<file path="src/rtl/fifo_wr_packer_if.sv">
// Byte-lane input stream and FIFO write port seen by the write-side packer.
interface fifo_wr_packer_if #(
    parameter int IN_WIDTH = 8,
    parameter int WIDTH    = 32
);
    logic                in_valid;
    logic                in_ready;
    logic [IN_WIDTH-1:0] in_data;
    logic                in_last;
    logic                fifo_wr_en;
    logic [WIDTH-1:0]    fifo_wr_data;
    logic                fifo_wr_valid;

    // slave = packer, master = beat producer plus the FIFO's acceptance output
    modport slave (
        input  in_valid, in_data, in_last, fifo_wr_valid,
        output in_ready, fifo_wr_en, fifo_wr_data
    );
    modport master (
        output in_valid, in_data, in_last, fifo_wr_valid,
        input  in_ready, fifo_wr_en, fifo_wr_data
    );
endinterface

</file>
<file path="src/rtl/fifo_wr_packer.sv">
// Packs RATIO narrow beats into one FIFO word via an accumulator and a hold register;
// in_last closes a word early with zero-padded upper lanes.
module fifo_wr_packer #(
    parameter int IN_WIDTH = 8,
    parameter int WIDTH    = 32,
    parameter int CNT_W    = 16
) (
    input  logic              clock,
    input  logic              reset_n,
    fifo_wr_packer_if.slave   bus,
    output logic [CNT_W-1:0]  word_count,
    output logic [CNT_W-1:0]  pad_count,
    output logic              busy
);
    localparam int RATIO  = WIDTH / IN_WIDTH;
    localparam int LANE_W = (RATIO > 1) ? $clog2(RATIO) : 1;
    localparam logic [LANE_W-1:0] LAST_LANE = LANE_W'(RATIO - 1);

    logic [WIDTH-1:0]  acc_q, acc_d;
    logic [LANE_W-1:0] lane_q, lane_d;
    logic              acc_full_q, acc_full_d;
    logic              acc_pad_q, acc_pad_d;
    logic [WIDTH-1:0]  hold_q, hold_d;
    logic              hold_valid_q, hold_valid_d;
    logic              hold_pad_q, hold_pad_d;
    logic [CNT_W-1:0]  word_cnt_q, word_cnt_d;
    logic [CNT_W-1:0]  pad_cnt_q, pad_cnt_d;

    logic accept;
    logic close_word;
    logic write_taken;
    logic xfer;

    assign accept      = bus.in_valid && !acc_full_q;
    assign close_word  = (lane_q == LAST_LANE) || bus.in_last;
    assign write_taken = hold_valid_q && bus.fifo_wr_valid;
    // The hold slot is free when empty or being written this very cycle: no bubble.
    assign xfer        = acc_full_q && (!hold_valid_q || write_taken);

    always_comb begin
        acc_d        = acc_q;
        lane_d       = lane_q;
        acc_full_d   = acc_full_q;
        acc_pad_d    = acc_pad_q;
        hold_d       = hold_q;
        hold_valid_d = hold_valid_q;
        hold_pad_d   = hold_pad_q;
        word_cnt_d   = word_cnt_q;
        pad_cnt_d    = pad_cnt_q;

        if (accept) begin
            // A new word starts from zero so short words never carry stale lanes.
            if (lane_q == '0) begin
                acc_d = '0;
            end
            acc_d[int'(lane_q)*IN_WIDTH +: IN_WIDTH] = bus.in_data;
            if (close_word) begin
                acc_full_d = 1'b1;
                lane_d     = '0;
                acc_pad_d  = (lane_q != LAST_LANE);
            end else begin
                lane_d = lane_q + LANE_W'(1);
            end
        end

        if (write_taken) begin
            word_cnt_d   = word_cnt_q + CNT_W'(1);
            pad_cnt_d    = pad_cnt_q + CNT_W'(hold_pad_q);
            hold_valid_d = 1'b0;
        end

        if (xfer) begin
            hold_d       = acc_q;
            hold_valid_d = 1'b1;
            hold_pad_d   = acc_pad_q;
            acc_full_d   = 1'b0;
        end
    end

    always_ff @(posedge clock or negedge reset_n) begin
        if (!reset_n) begin
            acc_q        <= '0;
            lane_q       <= '0;
            acc_full_q   <= 1'b0;
            acc_pad_q    <= 1'b0;
            hold_q       <= '0;
            hold_valid_q <= 1'b0;
            hold_pad_q   <= 1'b0;
            word_cnt_q   <= '0;
            pad_cnt_q    <= '0;
        end else begin
            acc_q        <= acc_d;
            lane_q       <= lane_d;
            acc_full_q   <= acc_full_d;
            acc_pad_q    <= acc_pad_d;
            hold_q       <= hold_d;
            hold_valid_q <= hold_valid_d;
            hold_pad_q   <= hold_pad_d;
            word_cnt_q   <= word_cnt_d;
            pad_cnt_q    <= pad_cnt_d;
        end
    end

    assign bus.in_ready     = !acc_full_q;
    assign bus.fifo_wr_en   = hold_valid_q;
    assign bus.fifo_wr_data = hold_valid_q ? hold_q : '0;
    assign word_count       = word_cnt_q;
    assign pad_count        = pad_cnt_q;
    assign busy             = (lane_q != '0) || acc_full_q || hold_valid_q;
endmodule

</file>
<file path="src/flat_wrapper.sv">
// flat-port wrapper written by rule: the top's interface ports become plain ports
module fifo_wr_packer_flat 
#(
    parameter int IN_WIDTH = 8,
    parameter int WIDTH    = 32,
    parameter int CNT_W    = 16
)
  (clock, reset_n, word_count, pad_count, busy, bus_in_valid, bus_in_data, bus_in_last, bus_fifo_wr_valid, bus_in_ready, bus_fifo_wr_en, bus_fifo_wr_data);
  fifo_wr_packer_if #(.IN_WIDTH(IN_WIDTH), .WIDTH(WIDTH)) bus_i ();
  input  logic clock;
  input  logic reset_n;
  output logic [CNT_W-1:0] word_count;
  output logic [CNT_W-1:0] pad_count;
  output logic busy;
  input wire logic [$bits(bus_i.in_valid)-1:0] bus_in_valid;
  input wire logic [$bits(bus_i.in_data)-1:0] bus_in_data;
  input wire logic [$bits(bus_i.in_last)-1:0] bus_in_last;
  input wire logic [$bits(bus_i.fifo_wr_valid)-1:0] bus_fifo_wr_valid;
  output wire logic [$bits(bus_i.in_ready)-1:0] bus_in_ready;
  output wire logic [$bits(bus_i.fifo_wr_en)-1:0] bus_fifo_wr_en;
  output wire logic [$bits(bus_i.fifo_wr_data)-1:0] bus_fifo_wr_data;
  assign bus_i.in_valid = bus_in_valid;
  assign bus_i.in_data = bus_in_data;
  assign bus_i.in_last = bus_in_last;
  assign bus_i.fifo_wr_valid = bus_fifo_wr_valid;
  assign bus_in_ready = bus_i.in_ready;
  assign bus_fifo_wr_en = bus_i.fifo_wr_en;
  assign bus_fifo_wr_data = bus_i.fifo_wr_data;
  fifo_wr_packer #(.IN_WIDTH(IN_WIDTH), .WIDTH(WIDTH), .CNT_W(CNT_W)) u_core (.clock(clock), .reset_n(reset_n), .bus(bus_i), .word_count(word_count), .pad_count(pad_count), .busy(busy));
endmodule
</file>
<file path="config.mk">
export PLATFORM = sky130hd
export DESIGN_NAME = fifo_wr_packer_flat
export DESIGN_NICKNAME = d
export VERILOG_FILES = /design/src/rtl/fifo_wr_packer_if.sv /design/src/rtl/fifo_wr_packer.sv /design/src/flat_wrapper.sv
export SDC_FILE = /design/constraint.sdc
export NUM_CORES = 1
export LEC_CHECK = 0
export CORE_MARGIN = 2
export CORE_UTILIZATION = 48
export CTS_BUF_LIST = sky130_fd_sc_hd__clkbuf_8
export CTS_CLUSTER_DIAMETER = 100
export DETAILED_ROUTE_END_ITERATION = 6
export PLACE_DENSITY = 0.82
export SLEW_MARGIN = 5
export SYNTH_ARGS = -nofsm -noshare
export SYNTH_HDL_FRONTEND = slang
export SYNTH_SLANG_ARGS = --single-unit
</file>
<file path="constraint.sdc">
create_clock -name clock -period 2.97 [get_ports clock]
set_clock_uncertainty 0.2 [all_clocks]
set_input_delay 0.594 -clock clock [delete_from_list [all_inputs] [get_ports clock]]
set_output_delay 0.594 -clock clock [all_outputs]
set_load 0.03 [all_outputs]
</file>
# --- Word-level counts from Yosys, hierarchy flattened ---
# Cells that the tools add are included.
# Widths: inputs -> output; s select.
totals:
  regBits: 102
classes:
  addsub: 4
  eq_ne: 2
  shifts: 2
  n_mux: 10
  n_reduce_logical: 16
op_table:
  columns: ["cell", "n"]
  rows:
  - ["$mux 32", 3]
  - ["$neg 5->33", 1]
  - ["$shift 8x33->32 const A", 1]
  - ["$shiftx 8x33->32", 1]
  - ["$bwmux 32", 1]
  - ["$add 16x1->16", 1]
  - ["$add 16x1->16 const B", 1]
  - ["$reduce_bool 2->1", 4]
  - ["$mux 1", 5]
  - ["$logic_or 1x1->1", 4]
  - ["$reduce_and 2->1", 2]
  - ["$logic_and 1x1->1", 3]
  - ["$add 2x1->2 const B", 1]
  - ["$eq 2x2->1 const B", 1]
  - ["$logic_not 1->1", 2]
  - ["$logic_not 2->1", 1]
  - ["$mux 2", 1]
  - ["$ne 2x2->1 const B", 1]

# --- Logic depth before layout (Yosys ltp) ---
logic_depth:
  depth_word: 5
  ltp_mapped: 6
  mapped_depth_nobuf: 6

# --- Worst setup path after synthesis ---
# OpenSTA, ideal clock, no wires.
synth_path:
  path_kind: "register to register"
  start: "reg u_core.lane_q[0]"
  end: "reg u_core.acc_q[24]"
  arrival_ns: 1.860
  path_slack_ns: 0.843
  path_stages_with_launch: 7
  path_buffers: 1
  period_less_slack_ns: 2.127
  path_cell_list: "dfrtp_1 inv_1 ha_1 nand2b_4 buf_6 nor4b_4 a22o_1"
synth_between:
  elab_chain_len: 4
  elab_cells_between_ends: 7
synth_lines:
  columns: ["element", "line_no", "rtl"]
  rows:
  - ["start, declared", "fifo_wr_packer.sv:20", "logic [LANE_W-1:0] lane_q, lane_d;"]
  - ["start signal, assigned", "fifo_wr_packer.sv:93", "lane_q <= lane_d;"]
  - ["branches (longest 3 deep; another with $neg 5->33)", null, null]
  - ["$bwmux 32 (*)", "fifo_wr_packer.sv:56", "acc_d[int'(lane_q)*IN_WIDTH +: IN_WIDTH] = bus.in_data;"]
  - ["end signal, assigned", "fifo_wr_packer.sv:82", "acc_q <= '0;"]
  - ["end signal, assigned", "fifo_wr_packer.sv:92", "acc_q <= acc_d;"]
  - ["end, declared", "fifo_wr_packer.sv:19", "logic [WIDTH-1:0] acc_q, acc_d;"]
# Every way passes the cells marked *. The select of a mux whose other input is x is not followed.
# A chain may end at the register's enable or synchronous reset.

# --- Worst setup path after layout ---
layout_path:
  start: "reg u_core.lane_q[0]"
  end: "out busy"
layout_between:
  elab_chain_len: 3
layout_lines:
  columns: ["element", "line_no", "rtl"]
  rows:
  - ["$reduce_bool 2->1", "fifo_wr_packer.sv:109", "assign busy = (lane_q != '0) || acc_full_q || hold_valid_q;"]
  - ["$logic_or 1x1->1 (2 in series)", "fifo_wr_packer.sv:109", null]
  - ["end, declared", "flat_wrapper.sv:14", "output logic busy;"]
# No other way between the ends.

==> flow_metrics.tcl <==
set metrics [dict create \
    status "completed" \
    critical-path-max-stage-delay_ns 0.52 \
    clk_pin_slew_worst_paths_ns 0.09 \
    cp-startpoint "u_core.lane_q[0]" \
    final_setup_vio_count 0 \
    highest_count_cells_in_the_layout_ignoring_fill_and_taps "sky130_fd_sc_hd__dfrtp_1 (102), sky130_fd_sc_hd__clkdlybuf4s50_1 (77), sky130_fd_sc_hd__and2_1 (35)" \
    gr_util_met3 0.04498 \
    rsz0062_at_grt "no" \
    use_met1 0.2726 \
    mappedNetlistNets 355 \
    maximum_number_of_pins_on_one_net_before_global_route_repair 63 \
    postSynth.asyncResetShare 1.000 \
    h-tree-depth 3 \
    layout_commonest_cell "sky130_fd_sc_hd__dfrtp_1" \
    syn_area_um2 4373 \
    clock_insertion_delay_worst_skew_ns 0.35 \
    die_area_um2 9889 \
    worst-endpoint-required_ns 2.18 \
    synth-edff-count 0 \
    worst_path_cell_chain "inv_1, ha_1, nand2_1, dlygate4sd2_1" \
    floorplan.io_pins 80 \
    first_global_vias 2800 \
    timing.critical_path.from_type "flip-flop" \
    post_synth_num_cell_types 35 \
    die-height_um 99.45 \
    area_growth_syn_to_layout_pct 25.61 \
    detail-route-antenna-nets 0 \
    grt_pass1_wl_mm 14.47 \
    regToRegEndpoint "u_core.acc_q[27]" \
    timing.critical_path.arrival_ns 1.93 \
    final_max_slew_viol_count 0 \
    critical_path_class "flip-flop to primary output" \
    gpl.final_weighted_congestion 0.9548 \
    cp.buffers_inverters 2 \
    reg2reg_from "u_core.lane_q[0]" \
    globalRouteTotalUtil 0.1851 \
    p_leak_uw 0.002557 \
    slew_headroom 0.6008 \
    grt-busiest-layer "met2" \
    synth-seq-cells 102 \
    synth.area.top_cells "sky130_fd_sc_hd__dfrtp_1 (58%), sky130_fd_sc_hd__mux2_2 (8.8%), sky130_fd_sc_hd__a22o_1 (6.6%)" \
    drt_first_pass_iters 4 \
    worst_setup_path_end_kind "primary output" \
    timing.final.hold_violations 0 \
    period_needed_ns 2.728 \
    cts_buffers 9 \
    clkSinkCount 102 \
    average_cell_area_after_synthesis_um2 13.09 \
    worst_path_max_delay_cell "sky130_fd_sc_hd__dfrtp_1" \
    clock.fmax_mhz 366.5 \
    dr_total_vias 2913 \
    critical-path-top-delay-family "buffers and inverters" \
    yosysSeqAreaShare 0.5837 \
    drive_gt1_frac 0.1627 \
    max_cap_violations 0 \
    ff2ff_path_depth 5 \
    initial_antenna_violation_count 0 \
    pwr_density_cell_nw_per_um2 777.6 \
    routedWlPerCell_um 16.22 \
    wirelength_mm 8.629 \
    post-synth-top-area-fraction 0.5837 \
    vias_per_cell 5.476 \
    drt_drc_violations_left 0 \
    drtIter0Drc 175 \
    max-clock-path-buffers 2 \
    dieWidth_um 99.45 \
    irDropWorstVdd_uv 430.7 \
    floorplan.initialDensity 0.4990 \
    dominantRegCellSynth "sky130_fd_sc_hd__dfrtp_1" \
    grt.met2_usage 0.2822 \
    post_synth_inst_count 334 \
    path_max_fanout 6 \
    post-cts-setup-buffers 0 \
    n_antenna_cell 0 \
    r2r_setup_slack_ns 0.67 \
    power_uw 4271 \
    detailed_place_hpwl_mm 6.179 \
    synth_top_cell_by_area "sky130_fd_sc_hd__dfrtp_1" \
    overflow 0 \
    ys.warnings.count 0 \
    cts_tree "done" \
    core.rowCount 34 \
    timing.setup.tns_ns 0 \
    finish.net_count 440 \
    core_um2 8763 \
    worst_slew_pin_slew_ns 0.5949 \
    io_buffer_count 79 \
    min-delay-path-class "primary input to asynchronous set/reset pin" \
    cts-root-buf "sky130_fd_sc_hd__clkbuf_8" \
    final_min_period_over_clock_period 0.9186 \
]
cells by family (layout without fill, tap and decap cells):
logic type,Yosys count,in the layout,synth area share
AND/OR/NAND/NOR,108,108,0.1562
flip-flops,102,102,0.5837
multiplexers,34,34,0.08755
XOR/XNOR,29,29,0.05808
adder cells (fa/ha/maj),8,8,0.02289
buffers and inverters,14,104,0.01716
AO/OA/AOI/OAI,39,39,0.07439
cell usage after synthesis (2+ instances only):
cell type                  count
sky130_fd_sc_hd__a22o_1       33
sky130_fd_sc_hd__nor3_1        2
sky130_fd_sc_hd__ha_1          8
sky130_fd_sc_hd__xnor2_1      17
sky130_fd_sc_hd__buf_2         3
sky130_fd_sc_hd__nor3_2        2
sky130_fd_sc_hd__buf_6         2
sky130_fd_sc_hd__inv_1         4
sky130_fd_sc_hd__nor2_1        9
sky130_fd_sc_hd__and2_1       35
sky130_fd_sc_hd__nand2_1      22
sky130_fd_sc_hd__xor2_1       12
sky130_fd_sc_hd__dfrtp_1     102
sky130_fd_sc_hd__nor4_4        3
sky130_fd_sc_hd__nor4_2        2
sky130_fd_sc_hd__and3_1        3
sky130_fd_sc_hd__mux2_2       34
sky130_fd_sc_hd__nand3_1       9
sky130_fd_sc_hd__a21oi_1       2
sky130_fd_sc_hd__clkbuf_1      4
sky130_fd_sc_hd__nand4_1      12
state kept, by name, indices dropped and copies added, names as in the netlist:
signal,flops
u_core.acc_q,32
u_core.hold_q,32
u_core.pad_count,16
u_core.word_count,16
u_core.lane_q,2
u_core.acc_full_q,1
u_core.acc_pad_q,1
u_core.bus.fifo_wr_en,1
u_core.hold_pad_q,1
report_power, final:
part | internal [uW] | total, uW | switching (uW)
combinational | 646 | 1510 | 860
clock | 438 | 890 | 453
sequential | 1650 | 1880 | 225
layer usage:
metal  vias to the layer above  wire (um)
met5                         -          0
met1                      1457       4082
met4                         0         63
li1                       1348          -
met2                       102       3961
met3                         6        521
worst max path at each step:
stage / to / slack, ns / cells past startpoint
after CTS: busy / 0.24 / 4
after global routing: busy / 0.14 / 4
after detailed placement: busy / 0.37 / 4
after global placement: busy / 0.44 / 4
after floorplan: u_core.acc_q[24] / 0.84 / 6
final: busy / 0.24 / 4
final cells by class:
cell class / instances / area [um^2]
Clock buffer: 11 / 151.4
Tap cell: 108 / 135.1
Sequential cell: 102 / 2552
Multi-Input combinational cell: 218 / 1745
Inverter: 4 / 15.01
Timing Repair Buffer: 84 / 837.1
Clock inverter: 5 / 56.30
Fill cell: 655 / 3271
metrics by stage:
step	cells	hold WS, ns	area, um^2	setup slack, ns	utilization
2_1_floorplan	334	0.09841	4373	0.8429	-
3_3_place_gp	516	0.2620	5286	0.4412	0.6032
3_5_place_dp	516	0.2653	5286	0.3695	0.6032
4_1_cts	532	0.01514	5493	0.2365	0.6268
5_1_grt	532	0.03414	5493	0.1423	0.6268
6_report	532	0.007917	5493	0.2416	0.6268
what timing repair did:
| item | CTS | global route |
|---|---|---|
| hold buffers | 0 | 0 |
| endpoints found under the setup margin | 1 | 0 |
| hold endpoints to repair | 0 | 0 |
| gates resized for setup | 1 | 0 |
Power figures use the tool's default switching activity.
